$ cat src/rtl/stack_unit_pkg.sv
// Shared definitions for the stack unit control part: op codes, ALU codes,
// sequencer states and control word. PEEK states exist only with STACK_PC_PEEK_EN.
package stack_unit_pkg;

    typedef enum logic [1:0] {
        OP_PUSH = 2'b00,
        OP_POP  = 2'b01,
        OP_PEEK = 2'b10,
        OP_CLR  = 2'b11
    } op_e;

    localparam logic [2:0] ALU_PASS = 3'd0;
    localparam logic [2:0] ALU_INC  = 3'd1;
    localparam logic [2:0] ALU_DEC  = 3'd2;

    typedef enum logic [3:0] {
        ST_IDLE     = 4'd0,
        ST_PUSH_LD  = 4'd1,
        ST_PUSH_WR  = 4'd2,
        ST_PUSH_INC = 4'd3,
        ST_POP_DEC  = 4'd4,
        ST_POP_RD   = 4'd5,
        ST_CLR      = 4'd6,
        ST_RESP     = 4'd7
`ifdef STACK_PC_PEEK_EN
        ,
        ST_PEEK_DEC = 4'd8,
        ST_PEEK_RD  = 4'd9,
        ST_PEEK_INC = 4'd10
`endif
    } state_e;

    typedef struct packed {
        logic       beta_datain;
        logic       alpha_k_mem1;
        logic       beta_mem;
        logic [2:0] alpha_alu2;
        logic       beta_hd;
        logic       beta_dataout;
    } ctrl_t;

endpackage

$ cat src/rtl/stack_pc_decode.sv
// State to control-word decoder for the stack sequencer.
// Purely combinational; every state not listed drives an all-zero word.
module stack_pc_decode
    import stack_unit_pkg::*;
(
    input  state_e i_state,
    output ctrl_t  o_ctrl
);

    // Moore decode: one fixed alpha/beta pattern per micro-step
    always_comb begin
        o_ctrl = '0;
        case (i_state)
            ST_PUSH_LD: begin
                o_ctrl.beta_datain = 1'b1;
            end
            ST_PUSH_WR: begin
                o_ctrl.alpha_k_mem1 = 1'b0;
                o_ctrl.beta_mem     = 1'b1;
            end
            ST_PUSH_INC: begin
                o_ctrl.alpha_alu2 = ALU_INC;
                o_ctrl.beta_hd    = 1'b1;
            end
            ST_POP_DEC: begin
                o_ctrl.alpha_alu2 = ALU_DEC;
                o_ctrl.beta_hd    = 1'b1;
            end
            ST_POP_RD: begin
                o_ctrl.alpha_k_mem1 = 1'b0;
                o_ctrl.beta_dataout = 1'b1;
            end
`ifdef STACK_PC_PEEK_EN
            ST_PEEK_DEC: begin
                o_ctrl.alpha_alu2 = ALU_DEC;
                o_ctrl.beta_hd    = 1'b1;
            end
            ST_PEEK_RD: begin
                o_ctrl.alpha_k_mem1 = 1'b0;
                o_ctrl.beta_dataout = 1'b1;
            end
            ST_PEEK_INC: begin
                o_ctrl.alpha_alu2 = ALU_INC;
                o_ctrl.beta_hd    = 1'b1;
            end
`endif
            ST_CLR: begin
                o_ctrl.alpha_alu2 = ALU_PASS;
                o_ctrl.beta_hd    = 1'b1;
            end
            default: begin
                o_ctrl = '0;
            end
        endcase
    end

endmodule

$ cat src/rtl/stack_pc.sv
// Stack unit sequencer: expands host push/pop/peek/clear requests into PO pulses,
// tracks depth, returns results. PEEK support is built only with STACK_PC_PEEK_EN.
module stack_pc
    import stack_unit_pkg::*;
#(
    parameter int DEPTH = 1024,
    parameter int NW    = 10,
    parameter int DW    = 32
) (
    input  logic                 clock,
    input  logic                 reset,
    input  logic                 op_valid,
    output logic                 op_ready,
    input  logic [1:0]           op_code,
    input  logic [DW-1:0]        op_data,
    output logic                 res_valid,
    input  logic                 res_ready,
    output logic [DW-1:0]        res_data,
    output logic                 res_err,
    output logic [NW:0]          depth,
    output logic [DW-1:0]        datain,
    output logic                 beta_datain,
    output logic                 alpha_k_mem1,
    output logic                 beta_mem,
    output logic [2:0]           alpha_alu2,
    output logic                 beta_hd,
    output logic                 beta_dataout,
    input  logic signed [DW-1:0] po_out,
    output logic [NW-1:0]        n
);

    localparam logic [NW:0]   LP_FULL = (NW+1)'(DEPTH);
    localparam logic [NW-1:0] LP_N    = NW'(DEPTH - 1);

    state_e        r_state;
    logic [NW:0]   r_depth;
    logic [DW-1:0] r_data;
    logic [DW-1:0] r_res_data;
    logic          r_op_ready;
    logic          r_res_valid;
    logic          r_res_err;

    logic          w_accept;
    logic          w_full;
    logic          w_empty;
    state_e        w_next;
    ctrl_t         w_ctrl;

    assign w_accept = op_valid & r_op_ready;
    assign w_full   = (r_depth >= LP_FULL);
    assign w_empty  = (r_depth == '0);

    // Route a new request to its first micro-step, or straight to an error response
    always_comb begin
        w_next = ST_RESP;
        case (op_e'(op_code))
            OP_PUSH: if (!w_full)  w_next = ST_PUSH_LD;
            OP_POP:  if (!w_empty) w_next = ST_POP_DEC;
            OP_PEEK: begin
`ifdef STACK_PC_PEEK_EN
                if (!w_empty) w_next = ST_PEEK_DEC;
`endif
            end
            OP_CLR:  w_next = ST_CLR;
            default: w_next = ST_RESP;
        endcase
    end

    // Sequencer FSM with depth counter and registered handshake/response outputs
    always_ff @(posedge clock) begin
        if (reset) begin
            r_state     <= ST_IDLE;
            r_depth     <= '0;
            r_data      <= '0;
            r_res_data  <= '0;
            r_op_ready  <= 1'b1;
            r_res_valid <= 1'b0;
            r_res_err   <= 1'b0;
        end else begin
            case (r_state)
                ST_IDLE: begin
                    if (w_accept) begin
                        r_data     <= op_data;
                        r_op_ready <= 1'b0;
                        r_res_data <= '0;
                        r_res_err  <= 1'b0;
                        r_state    <= w_next;
                        if (w_next == ST_RESP) begin
                            r_res_valid <= 1'b1;
                            r_res_err   <= 1'b1;
                        end
                    end
                end
                ST_PUSH_LD:  r_state <= ST_PUSH_WR;
                ST_PUSH_WR:  r_state <= ST_PUSH_INC;
                ST_PUSH_INC: begin
                    r_depth     <= r_depth + 1'b1;
                    r_state     <= ST_RESP;
                    r_res_valid <= 1'b1;
                end
                ST_POP_DEC: begin
                    r_depth <= r_depth - 1'b1;
                    r_state <= ST_POP_RD;
                end
                ST_POP_RD: begin
                    r_res_data  <= po_out;
                    r_state     <= ST_RESP;
                    r_res_valid <= 1'b1;
                end
`ifdef STACK_PC_PEEK_EN
                ST_PEEK_DEC: r_state <= ST_PEEK_RD;
                ST_PEEK_RD:  r_state <= ST_PEEK_INC;
                ST_PEEK_INC: begin
                    r_res_data  <= po_out;
                    r_state     <= ST_RESP;
                    r_res_valid <= 1'b1;
                end
`endif
                ST_CLR: begin
                    r_depth     <= '0;
                    r_state     <= ST_RESP;
                    r_res_valid <= 1'b1;
                end
                ST_RESP: begin
                    if (res_ready) begin
                        r_state     <= ST_IDLE;
                        r_res_valid <= 1'b0;
                        r_op_ready  <= 1'b1;
                    end
                end
                default: begin
                    r_state     <= ST_IDLE;
                    r_res_valid <= 1'b0;
                    r_op_ready  <= 1'b1;
                end
            endcase
        end
    end

    stack_pc_decode u_decode (
        .i_state (r_state),
        .o_ctrl  (w_ctrl)
    );

    assign op_ready     = r_op_ready;
    assign res_valid    = r_res_valid;
    assign res_data     = r_res_data;
    assign res_err      = r_res_err;
    assign depth        = r_depth;
    assign datain       = (r_state == ST_PUSH_LD) ? r_data : '0;
    assign beta_datain  = w_ctrl.beta_datain;
    assign alpha_k_mem1 = w_ctrl.alpha_k_mem1;
    assign beta_mem     = w_ctrl.beta_mem;
    assign alpha_alu2   = w_ctrl.alpha_alu2;
    assign beta_hd      = w_ctrl.beta_hd;
    assign beta_dataout = w_ctrl.beta_dataout;
    assign n            = LP_N;

endmodule

$ cat config.mk
export PLATFORM = sky130hd
export DESIGN_NAME = stack_pc
export DESIGN_NICKNAME = d
export VERILOG_FILES = /design/src/rtl/stack_unit_pkg.sv /design/src/rtl/stack_pc_decode.sv /design/src/rtl/stack_pc.sv
export SDC_FILE = /design/constraint.sdc
export NUM_CORES = 1
export LEC_CHECK = 0
export CORE_MARGIN = 2
export CORE_UTILIZATION = 42
export DETAILED_ROUTE_END_ITERATION = 6
export MAX_ROUTING_LAYER = met4
export PLACE_DENSITY = 0.92
export SLEW_MARGIN = 10
export SYNTH_ARGS = -nofsm -noshare
export SYNTH_HDL_FRONTEND = slang
export SYNTH_SLANG_ARGS = --single-unit
$ cat constraint.sdc
create_clock -name clock -period 2.91 [get_ports clock]
set_input_delay 0.582 -clock clock [delete_from_list [all_inputs] [get_ports clock]]
set_output_delay 0.582 -clock clock [all_outputs]
set_load 0.05 [all_outputs]
==> flow_metrics.env, run 1 <==
export IMPL_yosysSeqAreaShare=0.426
export IMPL_postRouteAntennaNets=0
export IMPL_min_from="r_data[1]"
export IMPL_synth_edf_count=0
export IMPL_rsz0062_at_grt="false"
export IMPL_yosys_area_top_type="dfxtp_1"
export IMPL_slew_headroom=0.564
export IMPL_post_route_period_util=0.935
export IMPL_power_per_cell_area_nw_per_um2=514
export IMPL_finalHoldViolations=0
export IMPL_path_cells="or3b_4 > inv_1 > clkdlybuf4s50_1"
export IMPL_ys_warnings_count=0
export IMPL_cp_start_kind="register"
export IMPL_cp_data_required_time_ps=2330
export IMPL_antenna_cells=0
export IMPL_start_util=0.435
export IMPL_syn_avg_cell_area_sq_um=7.65
export IMPL_die_w_um=99.2
export IMPL_rows=34
export IMPL_p_sw_w=0.00109
export IMPL_worst_pin_slew_ps=644
export IMPL_cp_arrival_ps=2140
export IMPL_netSwitchingFraction=0.369
export IMPL_period_needed_ps=2720
export IMPL_routed_via_count=3993
export IMPL_postCtsSetupRepairBufs=0
export IMPL_viasPerCell=5.38
export IMPL_design_die_area_sq_um=9850
export IMPL_fp_coreArea_sq_um=8760
export IMPL_power_leakage_nw=2.14
export IMPL_antenna_found_initial=0
export IMPL_pwr_share_comb=0.336
export IMPL_power_w=0.00296
export IMPL_hp_class="reg -> reg"
export IMPL_cts_buffers=9
export IMPL_io_buffers=153
export IMPL_grt_overflow_total=0
export IMPL_synth_cells=498
export IMPL_grt_use_total=0.230
export IMPL_hold_buffers=0
export IMPL_seqPwrFrac=0.428
export IMPL_synth_area_leaders="dfxtp_1, nand2_1, a21oi_1, and2_1, nand3_1"
export IMPL_grt_first_pass_wirelength_um=18100
export IMPL_wire_per_inst_um=15.1
export IMPL_clkLatencyLatePin_ps=340
export IMPL_synth_top_area_share=0.426
export IMPL_synthArstFlopShare=0
export IMPL_htree_levels=3
export IMPL_synth_seq_cells=81
export IMPL_crit_type="reg -> out"
export IMPL_finalNonFillerCells=742
export IMPL_syn_area_sq_um=3810
export IMPL_firstDrtPassIters=5
export IMPL_synth_ff_type="dfxtp_1"
export IMPL_ys_types=57
export IMPL_worstPathMaxFanout=11
export IMPL_cp_slowest_cell="clkdlybuf4s50_1"
export IMPL_status="complete, no violations"
export IMPL_r2r_start="r_state[1]"
export IMPL_critPathMaxStageDelay_ps=800
export IMPL_io_pins=166
export IMPL_clockBufferDepth=2
export IMPL_max_cap_viol_count=0
export IMPL_vdd_ir_drop_max_v=0.000263
export IMPL_r2r_slack_ps=290
export IMPL_fmax_mhz=368
export IMPL_totalWireLength_um=11200
export IMPL_fin_skew_ps=12.3
export IMPL_nNetsFinal=704
export IMPL_clock_sinks=81
export IMPL_final_max_slew_viol_count=0
export IMPL_finalSetupTns_ps=0
export IMPL_cts_clk_slew_worst_paths_ps=90
export IMPL_gp_congestion=0.903
export IMPL_drive_above_1_share=0.115
export IMPL_place_inst=728
export IMPL_crit_path_start="r_state[1]"
export IMPL_cts_repair_resize_count=0
export IMPL_end_kind="primary output"
export IMPL_final_common_cell="clkdlybuf4s50_1"
export IMPL_place_hpwl_um=8260
export IMPL_power_frac_clock=0.235
export IMPL_grt_max_degree=54
export IMPL_setup_viol=0
export IMPL_drt_initial_drc_count=170
export IMPL_hold_ws_ps=454
export IMPL_final_cell_mix="clkdlybuf4s50_1, nand2_1, dfxtp_1"
export IMPL_clockRootBuffer="clkbuf_8"
export IMPL_grt_pass1_vias=3785
export IMPL_chipHeight_um=99.2
export IMPL_syn_to_final_growth_pct=51.2
export IMPL_intPower_w=0.00187
export IMPL_drc=0
export IMPL_tritoncts="built"
## area by class of cell
type                       instances  area, sq um
clock inverter                     5         33.8
sequential                        81         1620
tap                              108          135
fill                             703         3000
inverter                           9         33.8
clock buffer                       9          124
multi-input combinational        365         1940
timing repair buffer             165         1870
## logic make-up after synthesis
| group | synth area share |
|---|---|
| simple gates | 0.294 |
| other cells | 0.00197 |
| mux | 0.00788 |
| flops | 0.426 |
| fa+ha+maj | 0.00985 |
| buf+inv | 0.0782 |
| xor+xnor | 0.00230 |
| compound gates | 0.181 |
## final timing paths
path | to | cells after the start
min | r_data[1] | 2
max reg2reg | depth[10] | 8
max | alpha_alu2[1] | 3
min reg2reg | r_data[1] | 2
## flip-flops by register name, indices dropped and copies added, names as in the netlist
name and flops:
res_err 1, r_data 32, depth 11, res_valid 1
op_ready 1, res_data 32, r_state 3
## power groups by stage
stage | combinational, W | clock [W] | sequential [W]
finish | 0.000996 | 0.000696 | 0.00127
global placement | 0.000981 | 0 | 0.00129
floorplan | 0.000545 | 0 | 0.00138
CTS | 0.00100 | 0.000720 | 0.00127
detailed placement | 0.000995 | 0 | 0.00129
global route | 0.00107 | 0.000759 | 0.00128
## critical path: cells and delay by family, from the launching register on
family / cells / cell delay (ps)
buf+inv: 2 / 890
simple gates: 1 / 500
flops: 1 / 410
## Yosys cell counts (2+ instances only)
library cell / count
a21o_1: 2
dfxtp_1: 81
nor4b_1: 2
nor4_1: 4
a22oi_1: 2
conb_1: 2
a311oi_1: 4
mux2i_1: 3
or4_1: 3
a211o_1: 3
inv_1: 5
o21ai_0: 6
nand4_1: 2
nand3_1: 38
inv_2: 4
ha_1: 3
nor3b_1: 4
a21oi_1: 77
nand2_1: 108
a31oi_1: 4
clkbuf_1: 36
nand3b_1: 3
nor2_1: 17
nand2b_1: 2
and2_1: 32
buf_4: 13
a211oi_1: 2
buf_6: 2
nor3_1: 6
## routing by layer
metal  GRT usage  vias to the layer above  part of all wire
li1            -                     1941                 -
met1       0.279                     1852              0.42
met2       0.390                      184              0.49
met3      0.0422                       16             0.076
met4      0.0685                        0             0.017
met5           -                        -                 0
## stage by stage
| stage | worst slack [ps] | utilization | instance area (sq um) |
|---|---|---|---|
| after floorplan | 400 | - | 3850 |
| after global placement | 374 | 0.639 | 5600 |
| after detailed placement | 343 | 0.639 | 5600 |
| after CTS | 170 | 0.657 | 5760 |
| after global routing | 60.0 | 0.657 | 5760 |
| final | 189 | 0.657 | 5760 |
No activity file was read; power rests on OpenSTA's default activity.
==> inputs of run 2 (changes only) <==
- PLACE_DENSITY: 0.92 -> 0.8
- clock period: 2.91 -> 2.7 ns (I/O delays scaled with it)
==> flow_metrics.env, run 2 (synthesized netlist as in run 1, its figures left out) <==
export IMPL_finalHoldViolations=0
export IMPL_netSwitchingFraction=0.360
export IMPL_clockRootBuffer="clkbuf_8"
export IMPL_drc=0
export IMPL_clock_sinks=81
export IMPL_firstDrtPassIters=6
export IMPL_post_route_period_util=0.954
export IMPL_gp_congestion=0.923
export IMPL_max_cap_viol_count=0
export IMPL_seqPwrFrac=0.401
export IMPL_period_needed_ps=2580
export IMPL_final_common_cell="clkdlybuf4s50_1"
export IMPL_worstPathMaxFanout=18
export IMPL_crit_type="reg -> out"
export IMPL_intPower_w=0.00217
export IMPL_clockBufferDepth=2
export IMPL_fin_skew_ps=10.0
export IMPL_p_sw_w=0.00122
export IMPL_antenna_found_initial=0
export IMPL_final_cell_mix="clkdlybuf4s50_1, nand2_1, dfxtp_1"
export IMPL_finalNonFillerCells=744
export IMPL_fmax_mhz=388
export IMPL_antenna_cells=0
export IMPL_rsz0062_at_grt="false"
export IMPL_fp_coreArea_sq_um=8760
export IMPL_nNetsFinal=704
export IMPL_postCtsSetupRepairBufs=0
export IMPL_cp_start_kind="register"
export IMPL_pwr_share_comb=0.323
export IMPL_end_kind="primary output"
export IMPL_grt_overflow_total=0
export IMPL_cts_buffers=9
export IMPL_drive_above_1_share=0.121
export IMPL_cts_repair_resize_count=0
export IMPL_die_w_um=99.2
export IMPL_grt_pass1_vias=3587
export IMPL_viasPerCell=5.25
export IMPL_start_util=0.435
export IMPL_clkLatencyLatePin_ps=350
export IMPL_io_buffers=153
export IMPL_power_w=0.00338
export IMPL_status="complete, no violations"
export IMPL_finalSetupTns_ps=0
export IMPL_htree_levels=3
export IMPL_tritoncts="built"
export IMPL_setup_viol=0
export IMPL_place_inst=728
export IMPL_power_frac_clock=0.276
export IMPL_wire_per_inst_um=14.3
export IMPL_routed_via_count=3904
export IMPL_totalWireLength_um=10700
export IMPL_rows=34
export IMPL_final_max_slew_viol_count=0
export IMPL_grt_use_total=0.213
export IMPL_syn_to_final_growth_pct=54.8
export IMPL_place_hpwl_um=7560
export IMPL_io_pins=166
export IMPL_fillerInstances=703
export IMPL_power_leakage_nw=2.18
export IMPL_drt_initial_drc_count=206
export IMPL_vdd_ir_drop_max_v=0.000355
export IMPL_design_die_area_sq_um=9850
export IMPL_worst_pin_slew_ps=686
export IMPL_chipHeight_um=99.2
export IMPL_power_per_cell_area_nw_per_um2=574
export IMPL_slew_headroom=0.542
export IMPL_hp_class="reg -> reg"
export IMPL_post_route_util=0.673
export IMPL_cts_clk_slew_worst_paths_ps=80
export IMPL_postRouteAntennaNets=0
export IMPL_grt_first_pass_wirelength_um=16800
export IMPL_grt_max_degree=46
export IMPL_cp_arrival_ps=2040
export IMPL_hold_buffers=0
export IMPL_cp_data_required_time_ps=2160
## run 2: critical path, stage by stage, from the launching register on
cell and delay, ps:
dfxtp_1 340, buf_4 230, nand3b_1 170, inv_2 130
clkdlybuf4s50_1 820
## run 2: final timing paths
kind	end	slack, ps	startpoint	cells past startpoint
min	r_data[28]	450	r_data[28]	2
min reg2reg	r_data[28]	450	r_data[28]	2
max reg2reg	depth[10]	290	r_state[0]	8
max	alpha_alu2[0]	120	r_state[0]	4
## run 2: metrics by stage
| stage | cell area, sq um | worst slack [ps] | hold slack (ps) |
|---|---|---|---|
| 2_1_floorplan | 3850 | 204 | 432 |
| 3_3_place_gp | 5680 | 365 | 437 |
| 3_5_place_dp | 5680 | 290 | 442 |
| 4_1_cts | 5900 | 121 | 455 |
| 5_1_grt | 5900 | 28.8 | 476 |
| 6_report | 5900 | 124 | 451 |
## run 2: metal layers
layer,GRT usage,part of all wire,vias to the layer above
met4,0.0811,0.018,0
met2,0.341,0.48,150
li1,-,-,1947
met3,0.0415,0.067,15
met5,-,0,-
met1,0.268,0.44,1792
## run 2: layout make-up
cell class	instances	area, sq um	share of cell area
clock inverter	6	75.1	0.0127
inverter	9	33.8	0.00573
timing repair buffer	165	1950	0.331
sequential	81	1620	0.275
tap	108	135	0.0229
multi-input combinational	365	1940	0.330
clock buffer	10	138	0.0233
## run 2: power by group through the flow
stage / logic [W] / clock network, W / registers, W
after global placement: 0.00108 / 0 / 0.00138
after global routing: 0.00117 / 0.000998 / 0.00137
after detailed placement: 0.00109 / 0 / 0.00138
final: 0.00109 / 0.000934 / 0.00136
after floorplan: 0.000587 / 0 / 0.00149
after CTS: 0.00109 / 0.000952 / 0.00136
